--- src/rtl/output_deskew_collector.sv ---
// Realigns the diagonally skewed outputs of a systolic array into whole rows and
// buffers them in a small FIFO tagged with their row index within the tile.
module output_deskew_collector #(
    parameter int SIZE          = 8,
    parameter int COL           = 8,
    parameter int FIFO_DEPTH    = 4,
    parameter int ROWS_PER_TILE = 32
) (
    input  logic                               clk,
    input  logic                               reset,
    input  logic                               in_valid,
    input  logic [COL*(2*SIZE+1)-1:0]          in_vec,
    output logic                               out_valid,
    input  logic                               out_ready,
    output logic [COL*(2*SIZE+1)-1:0]          out_vec,
    output logic [$clog2(ROWS_PER_TILE)-1:0]   out_row_idx,
    output logic                               out_last,
    output logic                               overflow
);

    localparam int EW   = 2 * SIZE + 1;
    localparam int ROWW = COL * EW;
    localparam int IW   = $clog2(ROWS_PER_TILE);
    localparam int AW   = $clog2(FIFO_DEPTH);
    localparam int CW   = AW + 1;

    wire [ROWW-1:0] w_aligned;

    // Column j arrives j cycles after column 0, so it waits COL-1-j stages;
    // the FIFO write acts as the final capture for every column.
    genvar j;
    for (j = 0; j < COL - 1; j++) begin : g_col
        localparam int D   = COL - 1 - j;
        localparam int LSB = (COL - 1 - j) * EW;
        logic [EW-1:0] r_dly [D];

        always_ff @(posedge clk or posedge reset) begin
            if (reset) begin
                for (int k = 0; k < D; k++) r_dly[k] <= '0;
            end else begin
                r_dly[0] <= in_vec[LSB +: EW];
                for (int k = 1; k < D; k++) r_dly[k] <= r_dly[k-1];
            end
        end

        assign w_aligned[LSB +: EW] = r_dly[D-1];
    end
    assign w_aligned[EW-1:0] = in_vec[EW-1:0];

    logic [COL-2:0] r_vpipe;
    logic           w_align_valid;

    always_ff @(posedge clk or posedge reset) begin
        if (reset) begin
            r_vpipe <= '0;
        end else begin
            r_vpipe[0] <= in_valid;
            for (int k = 1; k < COL - 1; k++) r_vpipe[k] <= r_vpipe[k-1];
        end
    end
    assign w_align_valid = r_vpipe[COL-2];

    logic [ROWW-1:0] r_mem_vec [FIFO_DEPTH];
    logic [IW-1:0]   r_mem_idx [FIFO_DEPTH];
    logic [AW-1:0]   r_wr_ptr;
    logic [AW-1:0]   r_rd_ptr;
    logic [CW-1:0]   r_count;
    logic [IW-1:0]   r_wr_idx;
    logic            r_overflow;
    logic            w_empty;
    logic            w_full;
    logic            w_pop;
    logic            w_push;
    logic            w_drop;

    // Handshake: a row is transferred in any cycle where out_valid && out_ready;
    // out_valid never depends on out_ready and the head is held until transfer.
    // The array side has no backpressure, so a full FIFO without a pop drops the row.
    assign w_empty = (r_count == '0);
    assign w_full  = (r_count == CW'(FIFO_DEPTH));
    assign w_pop   = !w_empty && out_ready;
    assign w_push  = w_align_valid && (!w_full || w_pop);
    assign w_drop  = w_align_valid && w_full && !w_pop;

    always_ff @(posedge clk) begin
        if (w_push) begin
            r_mem_vec[r_wr_ptr] <= w_aligned;
            r_mem_idx[r_wr_ptr] <= r_wr_idx;
        end
    end

    always_ff @(posedge clk or posedge reset) begin
        if (reset) begin
            r_wr_ptr   <= '0;
            r_rd_ptr   <= '0;
            r_count    <= '0;
            r_wr_idx   <= '0;
            r_overflow <= 1'b0;
        end else begin
            if (w_push) r_wr_ptr <= r_wr_ptr + AW'(1);
            if (w_pop)  r_rd_ptr <= r_rd_ptr + AW'(1);
            case ({w_push, w_pop})
                2'b10:   r_count <= r_count + CW'(1);
                2'b01:   r_count <= r_count - CW'(1);
                default: r_count <= r_count;
            endcase
            // Dropped rows still consume an index so the tile numbering stays intact.
            if (w_align_valid) begin
                if (r_wr_idx == IW'(ROWS_PER_TILE - 1)) r_wr_idx <= '0;
                else                                     r_wr_idx <= r_wr_idx + IW'(1);
            end
            if (w_drop) r_overflow <= 1'b1;
        end
    end

    assign out_valid   = !w_empty;
    assign out_vec     = out_valid ? r_mem_vec[r_rd_ptr] : '0;
    assign out_row_idx = out_valid ? r_mem_idx[r_rd_ptr] : '0;
    assign out_last    = out_valid && (r_mem_idx[r_rd_ptr] == IW'(ROWS_PER_TILE - 1));
    assign overflow    = r_overflow;

endmodule

--- config.mk ---
export PLATFORM = sky130hd
export DESIGN_NAME = output_deskew_collector
export DESIGN_NICKNAME = d
export VERILOG_FILES = /design/src/rtl/output_deskew_collector.sv
export SDC_FILE = /design/constraint.sdc
export NUM_CORES = 1
export LEC_CHECK = 0
export ABC_AREA = 1
export BUFFER_PORTS_ARGS = -buffer_cell sky130_fd_sc_hd__buf_2
export CORE_ASPECT_RATIO = 1.2
export CORE_MARGIN = 10
export CORE_UTILIZATION = 59
export CTS_CLUSTER_SIZE = 10
export DETAILED_ROUTE_END_ITERATION = 16
export GPL_ROUTABILITY_DRIVEN = 1
export GPL_TIMING_DRIVEN = 0
export PLACE_DENSITY = 0.84
export REMOVE_ABC_BUFFERS = 1
export SLEW_MARGIN = 5
export SYNTH_ARGS = -nofsm -noshare
export SYNTH_HDL_FRONTEND = slang
export SYNTH_SLANG_ARGS = --single-unit
--- constraint.sdc ---
create_clock -name clk -period 21.1 [get_ports clk]
set_clock_uncertainty 0.15 [all_clocks]
set_input_delay 4.22 -clock clk [delete_from_list [all_inputs] [get_ports clk]]
set_output_delay 4.22 -clock clk [all_outputs]
set_load 0.02 [all_outputs]
After elaboration in Yosys (flattened, before gate mapping):

Memories as Yosys holds them, arrays and structs flattened.
Index checks and enable logic that the tools add are counted.

* add/sub/neg operators: 5
* equal/unequal tests: 5
* multiplexer cells: 6
* reductions and logical operators: 11

Operators by type and width (count)
* two-way mux 136 bit: 1
* equality test 5 bit, second input constant: 2
* two-way mux 5 bit: 2
* case mux 3 bit (2 select lines): 1
* adder 5 x 1 -> 5 bit, second input constant: 1
* logical AND 1 bit: 5
* adder 2 x 1 -> 2 bit, second input constant: 2
* adder 3 x 1 -> 3 bit, second input constant: 1
* equality test 3 bit, second input constant: 1
* zero test 1 bit: 3
* zero test 3 bit: 1
* subtractor 3 x 1 -> 3 bit, second input constant: 1
* equality test 2 x 1 -> 1 bit, second input constant: 1
* equality test 2 bit, second input constant: 1
* two-way mux 1 bit: 2
* nonzero test 2 bit: 1
* logical OR 1 bit: 1

* flip-flop bits (word level): 496
* bits in writable memories: 564
* input port bits: 140
* output and inout bits: 144
* logic and storage cells: 63
* memories kept: 2

Memories
* r_mem_vec: words 4, bits a word 136, read ports 1, clocked after memory_dff 0, write ports 1, line 63 `logic [ROWW-1:0] r_mem_vec [FIFO_DEPTH];`
* r_mem_idx: words 4, bits a word 5, read ports 1, clocked after memory_dff 0, write ports 1, line 64 `logic [IW-1:0] r_mem_idx [FIFO_DEPTH];`

Longest topological paths before layout:

* word-level depth: 7
* depth in mapped cells: 10
* gate-level depth less buffers: 10

Worst setup path before layout:

Ideal clock, no wire load.

* path type: input to register
* start: input port out_ready
* end: memory r_mem_idx[0][0] (netlist name) (enable)
* setup time: 0.644 ns
* arrival time: 10.362 ns
* path slack: 9.944 ns
* cell stages on the path: 4
* buffers on the path: 0
* path through: nor2_1 nand2_1 nand2_1 nor2_1

* longest elaborated chain between the ends: 5

RTL lines
* start: declaration: line 14 `input logic out_ready,`
* logical AND 1 bit: line 81 `assign w_pop = !w_empty && out_ready;`
* logical OR 1 bit: line 82 `assign w_push = w_align_valid && (!w_full || w_pop);`
* logical AND 1 bit: line 82
* two-way mux 1 bit: line 86 `if (w_push) begin`
* two-way mux 1 bit (implied by the code): line 88 `r_mem_idx[r_wr_ptr] <= r_wr_idx;`
* end: declaration: line 64

No other way between the ends.

Worst setup path after layout:

* start: register r_rd_ptr[0]
* end: output port out_vec[94]

* longest elaborated chain between the ends: 2

RTL lines
* start: declaration: line 66 `logic [AW-1:0] r_rd_ptr;`
* start signal: assignment: line 101 `if (w_pop) r_rd_ptr <= r_rd_ptr + AW'(1);`
* memory (4 x 136 bit)
* two-way mux 136 bit: line 117 `assign out_vec = out_valid ? r_mem_vec[r_rd_ptr] : '0;`
* end: declaration: line 15 `output logic [COL*(2*SIZE+1)-1:0] out_vec,`

No other way between the ends.

==> out/summary.txt <==
CTS Buffer Depth = 3
worst min path class = reg -> reg
pin count of the biggest net entering global routing = 170
Synth top area share = 0.491
Die Wd = 241 um
Compound-Gate Fraction of Synth Area = 0.0611
delay-heaviest family, CP = buffers and inverters
mux contribution to synthesized area = 0
register share of total power = 0.418
Iter 0 DRT Violations = 1,512
P_int = 0.00407 W
DRC Markers = 0
fraction of synthesized cell area in xor and xnor cells = 0.00101
multi-input combinational cell area = 4600 um^2
Fin. Hold Viols = 0
total grt overflow = 0
Post-CTS Setup Bufs = 0
setup TNS = 0 ns
clock sink count = 1,060
Seq/Total Area, Yosys = 0.850
met3 routed WL = 4980 um
synthesized area = 34,500 um^2
Detail Placement HPWL = 42,100 um
Max Freq = 125 MHz
Avg Inst Size Synth = 15.4 um^2
# rows = 97
vias in the first global route = 21,085
Setup violations, final = 0
pwr dens = 153 nW/um^2
crit-path most repeated cell = buf_16
max incr delay on CP = 0.81 ns
Root Buffer = clkbuf_16
Die H = 285 um
Final min period = 7.98 ns
clock power share = 0.291
Ys Warns = 0
H-tree Lvls = 3
r2r setup slk = 18.09 ns
CP max stage cell = dfrtp_4
die area = 68,600 um^2
period utilization = 0.378
largest family of logic cells by synthesized area = simple AND/OR/NAND/NOR gates
Post-Synth Simple-Gate Area = 0.0673
sw frac = 0.349
Max-Cap Viols = 0
PnR Total Power = 0.00624 W
P_leak = 16.0 nW
cts bufs inserted = 116
Post-synth top cells = edfxtp_1 (564), nor2_1 (563), dfrtp_1 (496), o21ai_0 (263), a21oi_1 (140)
met2 wire len = 41,600 um
Comb power frac = 0.291
wl on met1 = 28,400 um
worst vdd ir = 0.110 mV
core area = 58,100 um^2
ANT nets after route = 0
drt wl/cell = 22.6 um
Slew headroom = 0.353
switching power total = 0.00218 W
DRT Wirelength = 77,400 um
vias per cell = 5.63
Cell variety after synth = 24
count leader, synth = edfxtp_1
worst path buffer plus inverter count = 4
Critical Path, Cell by Cell = buf_16 -> inv_8 -> buf_16 -> o21ai_0 -> a21oi_1 -> buf_2
Synth Instances = 2,246
DR top layer = met5
Worst Max-Slew Pin Slew = 0.970 ns
CTS tree = yes
RSZ-0062 raised after global routing = no
first-pass detailed-route iteration total = 5
Resized cells post-CTS = 0
antenna violations before repair = 5
Final GP Congestion = 0.725
critical path fanouts, max = 169
CP Launch Type = flip-flop
outcome = completed
Placed Cells incl. Taps = 3,202
Final nets = 2,726
storage element area = 29,400 um^2
Initial Utilization = 0.594
Async SR Flop Fraction = 0.468
Worst Setup End Kind = output pin
Hold WS = 0.174 ns
pre-CTS setup slack = 13.68 ns
Final Slew Violations = 0
Layout fillers = 3,394
Post-CTS Hold Buffers = 0
area delta synth->final = 18.4%
Clock Latency Late Sink = 0.68 ns
CTS clk-pin slew, worst paths = 0.06 ns
Top Ports = 284
Post-synth EDFFs = 564
most used flip-flop cell after synthesis = edfxtp_1
Synth area leaders = edfxtp_1 (49%), dfrtp_1 (36%), nor2_1 (6.1%)
PortBufs = 283
Non-Filler Instances = 3,425
cell accounting for the most synthesized area = edfxtp_1
Critical Path AT = 3.61 ns
Tot GR Track Use = 0.227
final worst slack = 13.12 ns
Yosys reg bits = 1,060
critical path type = reg -> out
via count = 19,276
first-pass GRT wire length = 118,000 um
ratio of cells with drive above 1 in the final layout = 0.171
CP required = 16.73 ns
Synth Area in Adders = 0.00312
==> through the flow <==
step           area [um^2]  utilization
6_report             40900        0.703
5_1_grt              40900        0.703
4_1_cts              40900        0.703
3_5_place_dp         37400        0.644
3_3_place_gp         36400        0.626
2_1_floorplan        34000            -
==> power by group through the flow <==
stage / clock [W] / sequential, W / combinational [W]
2_1_floorplan: 0 / 0.00270 / 0.00102
3_3_place_gp: 0 / 0.00283 / 0.00163
3_5_place_dp: 0 / 0.00264 / 0.00179
4_1_cts: 0.00185 / 0.00261 / 0.00183
5_1_grt: 0.00194 / 0.00263 / 0.00196
6_report: 0.00182 / 0.00261 / 0.00182
==> routing by layer <==
metal,GRT usage,vias to the layer above
li1,-,8439
met1,0.265,9850
met2,0.402,818
met3,0.0421,165
met4,0.100,4
met5,0,-
==> logic make-up after synthesis <==
logic type,after synthesis
flip-flops,1060
AND/OR/NAND/NOR,615
AO/OA/AOI/OAI,420
buffers and inverters,139
adder cells (fa/ha/maj),8
XOR/XNOR,4
==> worst register-to-register path, delay by kind of cell (launching register included) <==
kind                   cells  cell delay, ns
AND/OR/NAND/NOR            4            1.15
buffers and inverters      5            1.01
flip-flops                 1            0.35
==> final timing paths <==
kind                                                    from                           end  cells after the start
worst max-delay path                 r_rd_ptr[0]$_DFFE_PP0P_                   out_vec[94]                      6
worst min-delay path            g_col[0].r_dly[22]$_DFF_PP0_   g_col[0].r_dly[5]$_DFF_PP0_                      0
worst max register to register        r_count[2]$_DFFE_PP0P_    r_mem_vec[1][83]$_DFFE_PP_                      9
worst min register to register  g_col[0].r_dly[22]$_DFF_PP0_   g_col[0].r_dly[5]$_DFF_PP0_                      0
max in group asynchronous                              reset  g_col[0].r_dly[32]$_DFF_PP0_                      4
min in group asynchronous                              reset  g_col[2].r_dly[50]$_DFF_PP0_                      2
==> cell usage in the layout (no fill, tap or decap) <==
| cell | Yosys | final |
|---|---|---|
| nand3_1 | 8 | 8 |
| edfxtp_1 | 564 | 564 |
| o211ai_1 | 1 | 1 |
| dfrtp_4 | 0 | 2 |
| diode_2 | 0 | 3 |
| inv_8 | 0 | 4 |
| nor3_1 | 1 | 1 |
| clkinv_1 | 1 | 2 |
| buf_16 | 0 | 22 |
| a21oi_1 | 140 | 140 |
| fa_1 | 1 | 1 |
| nor2_4 | 0 | 4 |
| clkbuf_16 | 0 | 117 |
| clkbuf_1 | 42 | 94 |
| inv_1 | 26 | 25 |
| xor2_1 | 3 | 3 |
| buf_12 | 0 | 18 |
| dfrtp_1 | 496 | 494 |
| ha_1 | 7 | 7 |
| buf_2 | 61 | 283 |
| clkinv_8 | 0 | 1 |
| inv_16 | 0 | 1 |
| o21ai_1 | 14 | 14 |
| o21ai_0 | 263 | 263 |
| clkinv_4 | 0 | 1 |
| nand2_1 | 42 | 42 |
| xnor2_1 | 1 | 1 |
| clkbuf_8 | 0 | 1 |
| a31oi_1 | 1 | 1 |
| and2_0 | 1 | 1 |
| nor2_1 | 563 | 559 |
| o21bai_1 | 1 | 1 |
| clkinv_16 | 0 | 4 |
==> layout make-up <==
| cell class | instances | share of cell area |
|---|---|---|
| inverter | 30 | 0.00349 |
| clock buffer | 212 | 0.0806 |
| timing repair buffer | 323 | 0.0583 |
| antenna | 3 | 0.000184 |
| multi-input combinational | 1047 | 0.113 |
| sequential | 1060 | 0.718 |
| clock inverter | 8 | 0.00413 |
| tap | 742 | 0.0227 |
==> flip-flops by register name (all words and copies together) (netlist names) <==
name / cells
r_mem_vec: 544
g_col.r_dly: 476
r_mem_idx: 20
r_vpipe: 7
r_wr_idx: 5
r_count: 3
r_rd_ptr: 2
r_wr_ptr: 2
overflow: 1
Note: power is estimated with default switching activity, not from simulation.
